--- config.mk ---
export PLATFORM = sky130hd
export DESIGN_NAME = alu_result_capture
export DESIGN_NICKNAME = d
export VERILOG_FILES = /design/src/rtl/alu_result_capture_pkg.sv /design/src/rtl/alu_result_capture_seg7_hex.sv /design/src/rtl/alu_result_capture.sv
export SDC_FILE = /design/constraint.sdc
export NUM_CORES = 1
export LEC_CHECK = 0
export CAP_MARGIN = 30
export CORE_MARGIN = 2
export CORE_UTILIZATION = 58
export DETAILED_ROUTE_END_ITERATION = 16
export PLACE_DENSITY = 0.88
export SYNTH_ARGS = -nofsm -noshare
export SYNTH_HDL_FRONTEND = slang
export SYNTH_SLANG_ARGS = --single-unit
--- constraint.sdc ---
create_clock -name Clock -period 2.9 [get_ports Clock]
set_input_delay 0.725 -clock Clock [delete_from_list [all_inputs] [get_ports Clock]]
set_output_delay 0.725 -clock Clock [all_outputs]
set_load 0.02 [all_outputs]
--- src/rtl/alu_result_capture_pkg.sv ---
// Shared types and constants for the ALU result capture block: FSM states and
// active-low seven-segment glyphs (gfedcba bit order).
package alu_result_capture_pkg;

  typedef enum logic [1:0] {
    IDLE       = 2'd0,
    PRESS_DB   = 2'd1,
    HELD       = 2'd2,
    RELEASE_DB = 2'd3
  } state_t;

  localparam logic [6:0] SEG_BLANK = 7'b1111111;

  localparam logic [6:0] SEG_0 = 7'b1000000;
  localparam logic [6:0] SEG_1 = 7'b1111001;
  localparam logic [6:0] SEG_2 = 7'b0100100;
  localparam logic [6:0] SEG_3 = 7'b0110000;
  localparam logic [6:0] SEG_4 = 7'b0011001;
  localparam logic [6:0] SEG_5 = 7'b0010010;
  localparam logic [6:0] SEG_6 = 7'b0000010;
  localparam logic [6:0] SEG_7 = 7'b1111000;
  localparam logic [6:0] SEG_8 = 7'b0000000;
  localparam logic [6:0] SEG_9 = 7'b0010000;
  localparam logic [6:0] SEG_A = 7'b0001000;
  localparam logic [6:0] SEG_B = 7'b0000011;  // lowercase b
  localparam logic [6:0] SEG_C = 7'b1000110;
  localparam logic [6:0] SEG_D = 7'b0100001;  // lowercase d
  localparam logic [6:0] SEG_E = 7'b0000110;
  localparam logic [6:0] SEG_F = 7'b0001110;

endpackage

--- src/rtl/alu_result_capture_seg7_hex.sv ---
// seg7_hex: combinational nibble to active-low seven-segment decoder.
module seg7_hex
  import alu_result_capture_pkg::*;
(
  input  logic [3:0] nibble,
  output logic [6:0] seg
);

  always_comb begin
    seg = SEG_BLANK;
    unique case (nibble)
      4'h0: seg = SEG_0;
      4'h1: seg = SEG_1;
      4'h2: seg = SEG_2;
      4'h3: seg = SEG_3;
      4'h4: seg = SEG_4;
      4'h5: seg = SEG_5;
      4'h6: seg = SEG_6;
      4'h7: seg = SEG_7;
      4'h8: seg = SEG_8;
      4'h9: seg = SEG_9;
      4'hA: seg = SEG_A;
      4'hB: seg = SEG_B;
      4'hC: seg = SEG_C;
      4'hD: seg = SEG_D;
      4'hE: seg = SEG_E;
      4'hF: seg = SEG_F;
    endcase
  end

endmodule

--- src/rtl/alu_result_capture.sv ---
// Debounced pushbutton capture of ALUOut into a held result shown on LEDR/HEX.
// Optional ALU_CAPTURE_PREV_EN adds HEX2/HEX3 showing the previously held result.
//
//   state      | meaning
//   IDLE       | button released and stable, waiting for a press
//   PRESS_DB   | button low, counting stable-low cycles before capture
//   HELD       | captured; waiting for the button to be released
//   RELEASE_DB | button high, counting stable-high cycles before re-arming
module alu_result_capture
  import alu_result_capture_pkg::*;
#(
  parameter int DEBOUNCE_CYCLES = 1000000,
  parameter int CNT_W           = 20
) (
  input  logic       Clock,
  input  logic       Resetn,
  input  logic [7:0] ALUOut,
  input  logic       Capture_n,
  output logic [7:0] LEDR,
  output logic [6:0] HEX0,
  output logic [6:0] HEX1,
`ifdef ALU_CAPTURE_PREV_EN
  output logic [6:0] HEX2,
  output logic [6:0] HEX3,
`endif
  output logic       Valid,
  output logic [3:0] CapCount
);

  // Press terminal count places the capture on edge 2+DEBOUNCE_CYCLES after
  // the first edge that samples the raw button low.
  localparam logic [CNT_W-1:0] PRESS_TC   = CNT_W'(DEBOUNCE_CYCLES);
  localparam logic [CNT_W-1:0] RELEASE_TC = CNT_W'(DEBOUNCE_CYCLES - 1);

  logic             sync1;
  logic             btn_s;
  state_t           state, state_next;
  logic [CNT_W-1:0] cnt, cnt_next;
  logic             capture;
  logic [7:0]       result;

  always_ff @(posedge Clock or negedge Resetn) begin
    if (!Resetn) begin
      sync1 <= 1'b1;
      btn_s <= 1'b1;
    end else begin
      sync1 <= Capture_n;
      btn_s <= sync1;
    end
  end

  always_ff @(posedge Clock or negedge Resetn) begin
    if (!Resetn) begin
      state <= IDLE;
      cnt   <= '0;
    end else begin
      state <= state_next;
      cnt   <= cnt_next;
    end
  end

  always_comb begin
    state_next = state;
    cnt_next   = cnt;
    capture    = 1'b0;
    unique case (state)
      IDLE: begin
        if (!btn_s) begin
          state_next = PRESS_DB;
          cnt_next   = CNT_W'(1);
        end
      end
      PRESS_DB: begin
        if (btn_s) begin
          state_next = IDLE;
          cnt_next   = '0;
        end else if (cnt == PRESS_TC) begin
          state_next = HELD;
          cnt_next   = '0;
          capture    = 1'b1;
        end else begin
          cnt_next = cnt + CNT_W'(1);
        end
      end
      HELD: begin
        if (btn_s) begin
          state_next = RELEASE_DB;
          cnt_next   = CNT_W'(1);
        end
      end
      RELEASE_DB: begin
        if (!btn_s) begin
          state_next = HELD;
          cnt_next   = '0;
        end else if (cnt == RELEASE_TC) begin
          state_next = IDLE;
          cnt_next   = '0;
        end else begin
          cnt_next = cnt + CNT_W'(1);
        end
      end
    endcase
  end

  always_ff @(posedge Clock or negedge Resetn) begin
    if (!Resetn) begin
      result   <= 8'h00;
      Valid    <= 1'b0;
      CapCount <= 4'd0;
    end else if (capture) begin
      result   <= ALUOut;
      Valid    <= 1'b1;
      CapCount <= CapCount + 4'd1;
    end
  end

  assign LEDR = result;

  seg7_hex u_hex0 (.nibble(result[3:0]), .seg(HEX0));
  seg7_hex u_hex1 (.nibble(result[7:4]), .seg(HEX1));

`ifdef ALU_CAPTURE_PREV_EN
  logic [7:0] prev;

  always_ff @(posedge Clock or negedge Resetn) begin
    if (!Resetn) begin
      prev <= 8'h00;
    end else if (capture) begin
      prev <= result;
    end
  end

  seg7_hex u_hex2 (.nibble(prev[3:0]), .seg(HEX2));
  seg7_hex u_hex3 (.nibble(prev[7:4]), .seg(HEX3));
`endif

endmodule

==> flow_summary.json, run 1 <==
{
  "place_congestion": 0.8135,
  "first_pass_iters": 4,
  "nets": 311,
  "final.setup.tns_ns": 0,
  "status": "completed",
  "pwr-share-clk_pct": 36.5,
  "cts_hold_repair.buffers": 0,
  "maxSlewViolCount": 0,
  "synth_area_sq_um": 2360,
  "cts_tree": "built",
  "syn_avg_cell_area_sq_um": 9.515,
  "ys.warnings.count": 0,
  "hold_viol": 0,
  "maxCapViolations": 0,
  "grt_util_met3_pct": 4.667,
  "cp_max_fo": 7,
  "p_leak_uw": 0.001263,
  "core_area_sq_um": 3971,
  "grtUsageMet1_pct": 29.08,
  "synth_top_area_share_pct": 37.12,
  "pin_count": 38,
  "ys_async_sr_fraction_pct": 100.0,
  "insertion_delay_ns": 0.30,
  "finalCriticalPeriod_ns": 2.800,
  "die_y_um": 67.79,
  "grt.busiest_layer": "met2",
  "final-instance-count-excl-fill": 336,
  "yosys-top-cells-count": "dfrtp_1, nand2_1, nor2_1",
  "worst_pin_slew_ns": 0.9003,
  "clockBufferDepth": 2,
  "num_rows": 23,
  "seq_area_frac_synth_pct": 39.34,
  "synthFlopType": "dfrtp_1",
  "clock-sinks": 37,
  "post-dp-hpwl_um": 3451,
  "p_int_uw": 730.3,
  "grt_overflow": 0,
  "grt_max_degree": 38,
  "p_comb_share_pct": 7.3,
  "dp_cells": 328,
  "antenna_found_initial": 0,
  "rr_worst_depth": 8,
  "drive_gt1_share_pct": 11.54,
  "cp-end-kind": "output port",
  "crit_type": "reg -> out",
  "synth_fp_nets": 274,
  "switching_share_pct": 25.30,
  "power_switching_uw": 247.4,
  "fmax_ghz": 0.3571,
  "power.share.sequential_pct": 56.3,
  "worst_ep_arrival_time_ns": 2.08,
  "dpl_worst_slack_ns": 0.2013,
  "final_core_util_pct": 71.90,
  "vdd_drop_max_uv": 424.0,
  "setup_viol": 0,
  "htree_levels": 2,
  "die-area_sq_um": 4595,
  "post_drt_wl_per_cell_um": 14.17,
  "num_antenna_cells": 0,
  "port_buffers": 37,
  "routed_via_density": 5.961,
  "synth_most_common_cell": "dfrtp_1",
  "cellPowerDensity_nw_per_um2": 342.4,
  "hp-class": "reg -> reg",
  "root_buffer": "clkbuf_8",
  "synthDistinctLibCells": 49,
  "cts_setup_buffers": 0,
  "grt_usage_pct": 24.03,
  "initial_core_util_pct": 59.42,
  "drt_iter0_markers": 61,
  "finClkSkew_ns": 0.009273,
  "rsz0062_at_grt": "false",
  "cts_buffers": 5,
  "grt_pass1_vias": 1855,
  "wl_um": 4762,
  "die_x_um": 67.79,
  "crit_path_start_kind": "flop",
  "setup_ws_ns": 0.09999,
  "crit_required_ns": 2.17,
  "clk_pin_slew_ns": 0.08,
  "vias": 2003,
  "synth-seq-cells": 37,
  "fin_crit_sh_pct": 96.55,
  "holdPathStages": 0,
  "synth_largest_area_cell": "dfrtp_1",
  "reg2reg_slack_ns": 0.43,
  "use_met2_pct": 41.91,
  "grt_pass1_wl_um": 8197,
  "relSlewSlack_pct": 39.98,
  "postSynthCellCount": 248,
  "drcViolationCount": 0,
  "area_growth_pct": 21.00,
  "antenna_left": 0,
  "synth_edf_count": 0,
  "synthTopCellsByArea": "dfrtp_1, ha_1, a31oi_1, nand2_1, mux2i_1"
}
-- flip-flops by register name, summed over array words and instances, names as in the netlist, named ones only --
signal / cells
Valid: 1
state: 1
CapCount: 4
cnt: 20
LEDR: 8
sync1: 1
btn_s: 1
-- cell families after synthesis --
group / Yosys count / share of synthesized area [%]
flops: 37 / 39.34
mux: 14 / 7.211
buf+inv: 23 / 4.347
fa+ha+maj: 15 / 7.953
simple gates: 88 / 21.05
xor+xnor: 7 / 2.598
compound gates: 64 / 17.50
-- placed cells by master, fill, tap and decap left out, types with 2 or more instances in the layout --
master / n
nor3_1: 2
a41oi_1: 4
clkdlybuf4s50_1: 29
dfrtp_1: 34
mux2_2: 4
and3_1: 3
or3_1: 2
buf_4: 4
o21ai_0: 12
a22o_1: 6
o31ai_1: 4
nor2b_1: 4
nand4_1: 5
dfstp_2: 2
ha_1: 15
mux4_2: 2
nor4_4: 2
xnor2_1: 6
o22ai_1: 2
and2_1: 2
or2_2: 3
dlygate4sd2_1: 3
a31oi_1: 15
nand2_1: 24
dlymetal6s2s_1: 4
clkinvlp_4: 2
nor2_1: 18
a21oi_1: 15
inv_1: 12
nand2b_1: 3
nand3_1: 9
clkbuf_8: 5
nor3_2: 2
mux2i_1: 8
-- layer usage --
layer | part of all wire (%) | routed length [um]
met1 | 45 | 2155
met3 | 5.3 | 253
met4 | 1.3 | 64
met2 | 48 | 2289
met5 | 0 | 0
-- cell type report --
class | instances | area (sq um)
Inverter | 12 | 45.04
Clock buffer | 6 | 72.57
Clock inverter | 2 | 15.01
Timing Repair Buffer | 41 | 401.6
Multi-Input combinational cell | 188 | 1329
Tap cell | 50 | 62.56
Sequential cell | 37 | 929.6
Fill cell | 317 | 1116
-- worst max-delay path, stage by stage, from the launching register on --
cell,delay [ns]
dfrtp_1,0.48
inv_1,0.14
ha_1,0.26
nor2b_1,0.18
a22o_1,0.14
clkdlybuf4s50_1,0.59
-- final timing paths --
kind / from / to
worst max register to register: cnt[0] / cnt[5]
worst min-delay path: sync1 / btn_s
max in group asynchronous: Resetn / LEDR[0]
worst max-delay path: LEDR[5] / HEX1[2]
worst min register to register: sync1 / btn_s
min in group asynchronous: Resetn / async pin
-- timing repair --
item,in CTS,in global routing
resized for setup,4,4
pin swaps,0,0
endpoints found under the setup margin,3,4
-- per-stage QoR --
step	cell area [sq um]	hold WS [ns]	power, uW
floorplan	2360	0.3452	596.8
global placement	2760	0.3482	627.8
detailed placement	2760	0.3488	631.5
CTS	2845	0.3638	986.5
global route	2855	0.3656	1017
finish	2855	0.3625	977.7
-- power groups by stage --
stage	logic (uW)	clock network, uW	registers (uW)
floorplan	41.9	0	555
finish	71.2	356	550
detailed placement	72.3	0	559
global placement	68.9	0	559
global route	83.1	381	553
CTS	72.2	365	550
No activity file was read; power rests on OpenSTA's default activity.
==> run 2: changes to the inputs <==
- CAP_MARGIN: 30 -> 20
- GPL_TIMING_DRIVEN: unset -> 0
==> run 2 against run 1 <==
Against the previous run:
- fmax fell by 1.0%
- combinational power rose by 6.2%
- critical path type unchanged
- sequential power barely moved
- total power rose by 11%
- highest routed layer unchanged
- clock power rose by 28%
- sequential share of layout area fell by 0.57 points
- global-route usage rose by 0.85 points
- die area did not move
- cell area rose by 1.9%
- core utilization rose by 1.4 points
==> flow_summary.json, run 2 (same netlist as run 1, synthesis figures left out) <==
{
  "post_drt_wl_per_cell_um": 14.73,
  "mostFrequentLayoutCells": "dfrtp_1, clkdlybuf4s50_1, nand2_1",
  "root_buffer": "clkbuf_8",
  "clock-sinks": 37,
  "drt_iter0_markers": 82,
  "crit_path_start_kind": "flop",
  "vdd_drop_max_uv": 336.6,
  "num_antenna_cells": 0,
  "maxCapViolations": 0,
  "routed_via_density": 5.843,
  "postPlaceCellArea_sq_um": 2788,
  "worst_ep_arrival_time_ns": 2.10,
  "grt_pass1_wl_um": 8556,
  "relSlewSlack_pct": 47.28,
  "die-area_sq_um": 4595,
  "wl_um": 5054,
  "grt_max_degree": 38,
  "cellPowerDensity_nw_per_um2": 371.8,
  "post-route-cell-area_sq_um": 2910,
  "port_buffers": 37,
  "mostFrequentLayoutCell": "dfrtp_1",
  "cp_cell_sequence": "inv_1 > ha_1 > nor2b_1 > a22o_1 > clkdlybuf4s50_1",
  "area_growth_pct": 23.33,
  "worst_pin_slew_ns": 0.7908,
  "fmax_ghz": 0.3534,
  "place_congestion": 0.8849,
  "rsz0062_at_grt": "false",
  "grt_usage_pct": 24.88,
  "clk_pin_slew_ns": 0.07,
  "num_rows": 23,
  "hp-class": "reg -> reg",
  "finalCriticalPeriod_ns": 2.829,
  "pin_count": 38,
  "status": "completed",
  "die_y_um": 67.79,
  "cts_setup_buffers": 0,
  "hold_viol": 0,
  "nets": 318,
  "post-dp-hpwl_um": 3581,
  "antenna_found_initial": 0,
  "largest_register_ffs": 20,
  "core_area_sq_um": 3971,
  "antenna_left": 0,
  "crit_type": "reg -> out",
  "slowest_stage": "clkdlybuf4s50_1",
  "fin_crit_sh_pct": 97.56,
  "cp_max_fo": 7,
  "initial_core_util_pct": 59.42,
  "largest_register": "cnt",
  "fillers": 297,
  "final.setup.tns_ns": 0,
  "p_leak_uw": 0.001302,
  "cts_tree": "built",
  "drive_gt1_share_pct": 13.31,
  "setup_viol": 0,
  "critPathMaxStageDelay_ns": 0.59,
  "htree_levels": 2,
  "cp-end-kind": "output port",
  "insertion_delay_ns": 0.29,
  "drcViolationCount": 0,
  "grt_overflow": 0,
  "first_pass_iters": 4,
  "vias": 2004,
  "clockBufferDepth": 2,
  "cts_buffers": 5,
  "die_x_um": 67.79,
  "grt_pass1_vias": 1909,
  "maxSlewViolCount": 0,
  "crit_required_ns": 2.17,
  "finClkSkew_ns": 0.002319
}
-- run 2: repair_timing --
action	in CTS	in global routing
pin swaps	0	0
gates resized for setup	6	11
hold buffers	0	0
endpoints found under the setup margin	4	9
-- run 2: worst paths after layout --
check,start,to,slack (ns),depth (start not counted)
setup / recovery,LEDR[5],HEX1[2],0.07,5
hold / removal,sync1,btn_s,0.36,0
setup reg to reg,cnt[11],cnt[9],0.76,8
max in group asynchronous,Resetn,LEDR[0],1.84,1
min in group asynchronous,Resetn,LEDR[4],0.51,1
hold reg to reg,sync1,btn_s,0.36,0
-- run 2: cell type report --
cell class | instances | area (sq um) | area share (%)
Inverter | 12 | 45.04 | 1.548
Clock inverter | 1 | 30.03 | 1.032
Tap cell | 50 | 62.56 | 2.150
Multi-Input combinational cell | 188 | 1329 | 45.66
Clock buffer | 7 | 86.33 | 2.966
Sequential cell | 37 | 930.9 | 31.99
Timing Repair Buffer | 37 | 366.6 | 12.60
Buffer | 11 | 60.06 | 2.064
-- run 2: report_power, final --
part	total, uW	internal (uW)	switching [uW]
sequential	550	531	19.8
combinational	75.6	32.4	43.2
clock	456	280	176
-- run 2: critical path: cells and delay by family, from the launching register on --
kind / cells / cell delay (ns)
flops: 1 / 0.47
simple gates: 1 / 0.19
buf+inv: 2 / 0.72
compound gates: 1 / 0.16
fa+ha+maj: 1 / 0.27
-- run 2: per-layer routing --
layer,share of wire (%),GRT usage [%],vias to the layer above
met5,0,0,-
met4,1.7,10.00,0
met3,5.5,3.667,7
met2,49,43.63,58
met1,44,30.68,951
li1,-,-,988
-- run 2: stage by stage --
step                setup WS, ns  hold WS (ns)  util, %  total power, uW  std cells
floorplan                 0.5802        0.3452        -            596.8        248
global route            0.007210        0.3605    73.28             1129        343
CTS                      0.03881        0.3593    73.06             1091        343
global placement          0.1262        0.3464    70.32            631.9        335
detailed placement       0.08782        0.3488    70.20            634.8        335
finish                   0.07063        0.3572    73.28             1082        343
==> run 3: changes to the inputs <==
- CELL_PAD_IN_SITES_DETAIL_PLACEMENT: unset -> 0
- CELL_PAD_IN_SITES_GLOBAL_PLACEMENT: unset -> 1
- CORE_UTILIZATION: 58 -> 44
- PLACE_DENSITY: 0.88 -> 0.87
==> run 3 against run 2 <==
Against the previous run:
- hold slack better by 0.00083 ns
- fmax grew 2.3%
- total power decreased by 5.8%
- cell count up 5.8%
- register-to-register slack hardly changed
- combinational power shrank 2%
- non-clock buffer count unchanged
- clock skew up 0.0021 ns
- routed wire length down 2.8%
- core utilization decreased by 16 points
- critical endpoint is now HEX1[5]
- largest power group unchanged
==> flow_summary.json, run 3 (same netlist as run 1, synthesis figures left out) <==
{
  "num_antenna_cells": 0,
  "routed_via_density": 5.435,
  "die_x_um": 77.24,
  "cts_tree": "built",
  "worst_ep_arrival_time_ns": 2.04,
  "clk_pin_slew_ns": 0.07,
  "status": "completed",
  "port_buffers": 37,
  "cp-end-kind": "output port",
  "p_leak_uw": 0.001280,
  "mostFrequentLayoutCell": "dfrtp_1",
  "worst_pin_slew_ns": 0.8177,
  "initial_core_util_pct": 45.91,
  "grt_pass1_wl_um": 8652,
  "cellPowerDensity_nw_per_um2": 348.7,
  "cp_cell_sequence": "clkbuf_2 > or2_2 > o22ai_1 > clkdlybuf4s50_1",
  "first_pass_iters": 4,
  "grt_usage_pct": 18.08,
  "finalCriticalPeriod_ns": 2.766,
  "cp_max_fo": 10,
  "cts_buffers": 5,
  "post_drt_wl_per_cell_um": 13.53,
  "hp-class": "reg -> reg",
  "nets": 318,
  "largest_register": "cnt",
  "post-dp-hpwl_um": 3604,
  "area_growth_pct": 23.91,
  "vias": 1973,
  "vdd_drop_max_uv": 295.5,
  "htree_levels": 2,
  "post-route-cell-area_sq_um": 2924,
  "holdWs_ns": 0.3581,
  "postPlaceCellArea_sq_um": 2813,
  "fmax_ghz": 0.3615,
  "grt_overflow": 0,
  "largest_register_ffs": 20,
  "drive_gt1_share_pct": 14.33,
  "rsz0062_at_grt": "false",
  "crit_required_ns": 2.17,
  "drt_iter0_markers": 64,
  "pin_count": 38,
  "drcViolationCount": 0,
  "slowest_stage": "clkdlybuf4s50_1",
  "core_area_sq_um": 5140,
  "place_congestion": 0.8215,
  "fin_crit_sh_pct": 95.38,
  "final.setup.tns_ns": 0,
  "maxCapViolations": 0,
  "die-area_sq_um": 5965,
  "finClkSkew_ns": 0.004370,
  "hold_viol": 0,
  "maxSlewViolCount": 0,
  "crit_path_start_kind": "flop",
  "grt_pass1_vias": 1867,
  "setup_viol": 0,
  "wl_um": 4910,
  "antenna_left": 0,
  "final-instance-count-excl-fill": 363,
  "num_rows": 26,
  "clockBufferDepth": 2,
  "dp_cells": 355,
  "clock-sinks": 37,
  "root_buffer": "clkbuf_8",
  "crit_type": "reg -> out",
  "antenna_found_initial": 0,
  "grt_max_degree": 38,
  "relSlewSlack_pct": 45.49,
  "mostFrequentLayoutCells": "dfrtp_1, clkdlybuf4s50_1, nand2_1",
  "insertion_delay_ns": 0.29,
  "die_y_um": 77.24,
  "critPathMaxStageDelay_ns": 0.63
}
[run 3: cell type report]
type | instances | area [sq um]
Clock buffer | 7 | 96.34
Buffer | 11 | 60.06
Multi-Input combinational cell | 188 | 1329
Inverter | 12 | 45.04
Tap cell | 70 | 87.58
Clock inverter | 1 | 5.005
Sequential cell | 37 | 933.4
Timing Repair Buffer | 37 | 367.9
Fill cell | 502 | 2216
[run 3: repair_timing]
item	CTS	global route
hold buffers	0	0
buffers inserted	0	0
endpoints found under the setup margin	4	11
resized for setup	5	13
[run 3: per-layer routing]
layer  vias to the layer above  routed length (um)  track usage (%)
met1                       931                2419            23.55
li1                        991                   -                -
met3                         6                 216            4.353
met4                         0                  65            5.357
met2                        45                2208            29.83
met5                         -                   0                0
[run 3: worst paths after layout]
kind / startpoint / endpoint / slack, ns / depth (start not counted)
setup / recovery: LEDR[7] / HEX1[5] / 0.13 / 4
hold / removal: sync1 / btn_s / 0.36 / 0
setup reg to reg: cnt[11] / cnt[9] / 0.76 / 8
hold reg to reg: sync1 / btn_s / 0.36 / 0
max in group asynchronous: Resetn / LEDR[1] / 1.81 / 1
min in group asynchronous: Resetn / cnt[15] / 0.53 / 1
[run 3: metrics by stage]
| stage | power [uW] | setup WS, ns | util, % |
|---|---|---|---|
| global route | 1072 | 0.02865 | 56.89 |
| floorplan | 596.8 | 0.5802 | - |
| finish | 1020 | 0.1340 | 56.89 |
| global placement | 633.9 | 0.1001 | 54.82 |
| CTS | 1035 | 0.03763 | 56.67 |
| detailed placement | 634.9 | 0.08169 | 54.72 |
[run 3: worst max-delay path, delay by kind of cell, from the launching register on]
kind | cells | cell delay (ns)
AOI/OAI and AO/OA | 1 | 0.14
and+or+nand+nor | 1 | 0.31
buffers and inverters | 2 | 0.85
DFF | 1 | 0.45
[run 3: power by group]
| group | internal [uW] | total, uW | switching [uW] |
|---|---|---|---|
| Combinational | 31.8 | 74.2 | 42.4 |
| Sequential | 530 | 550 | 19.4 |
| Clock | 215 | 396 | 181 |
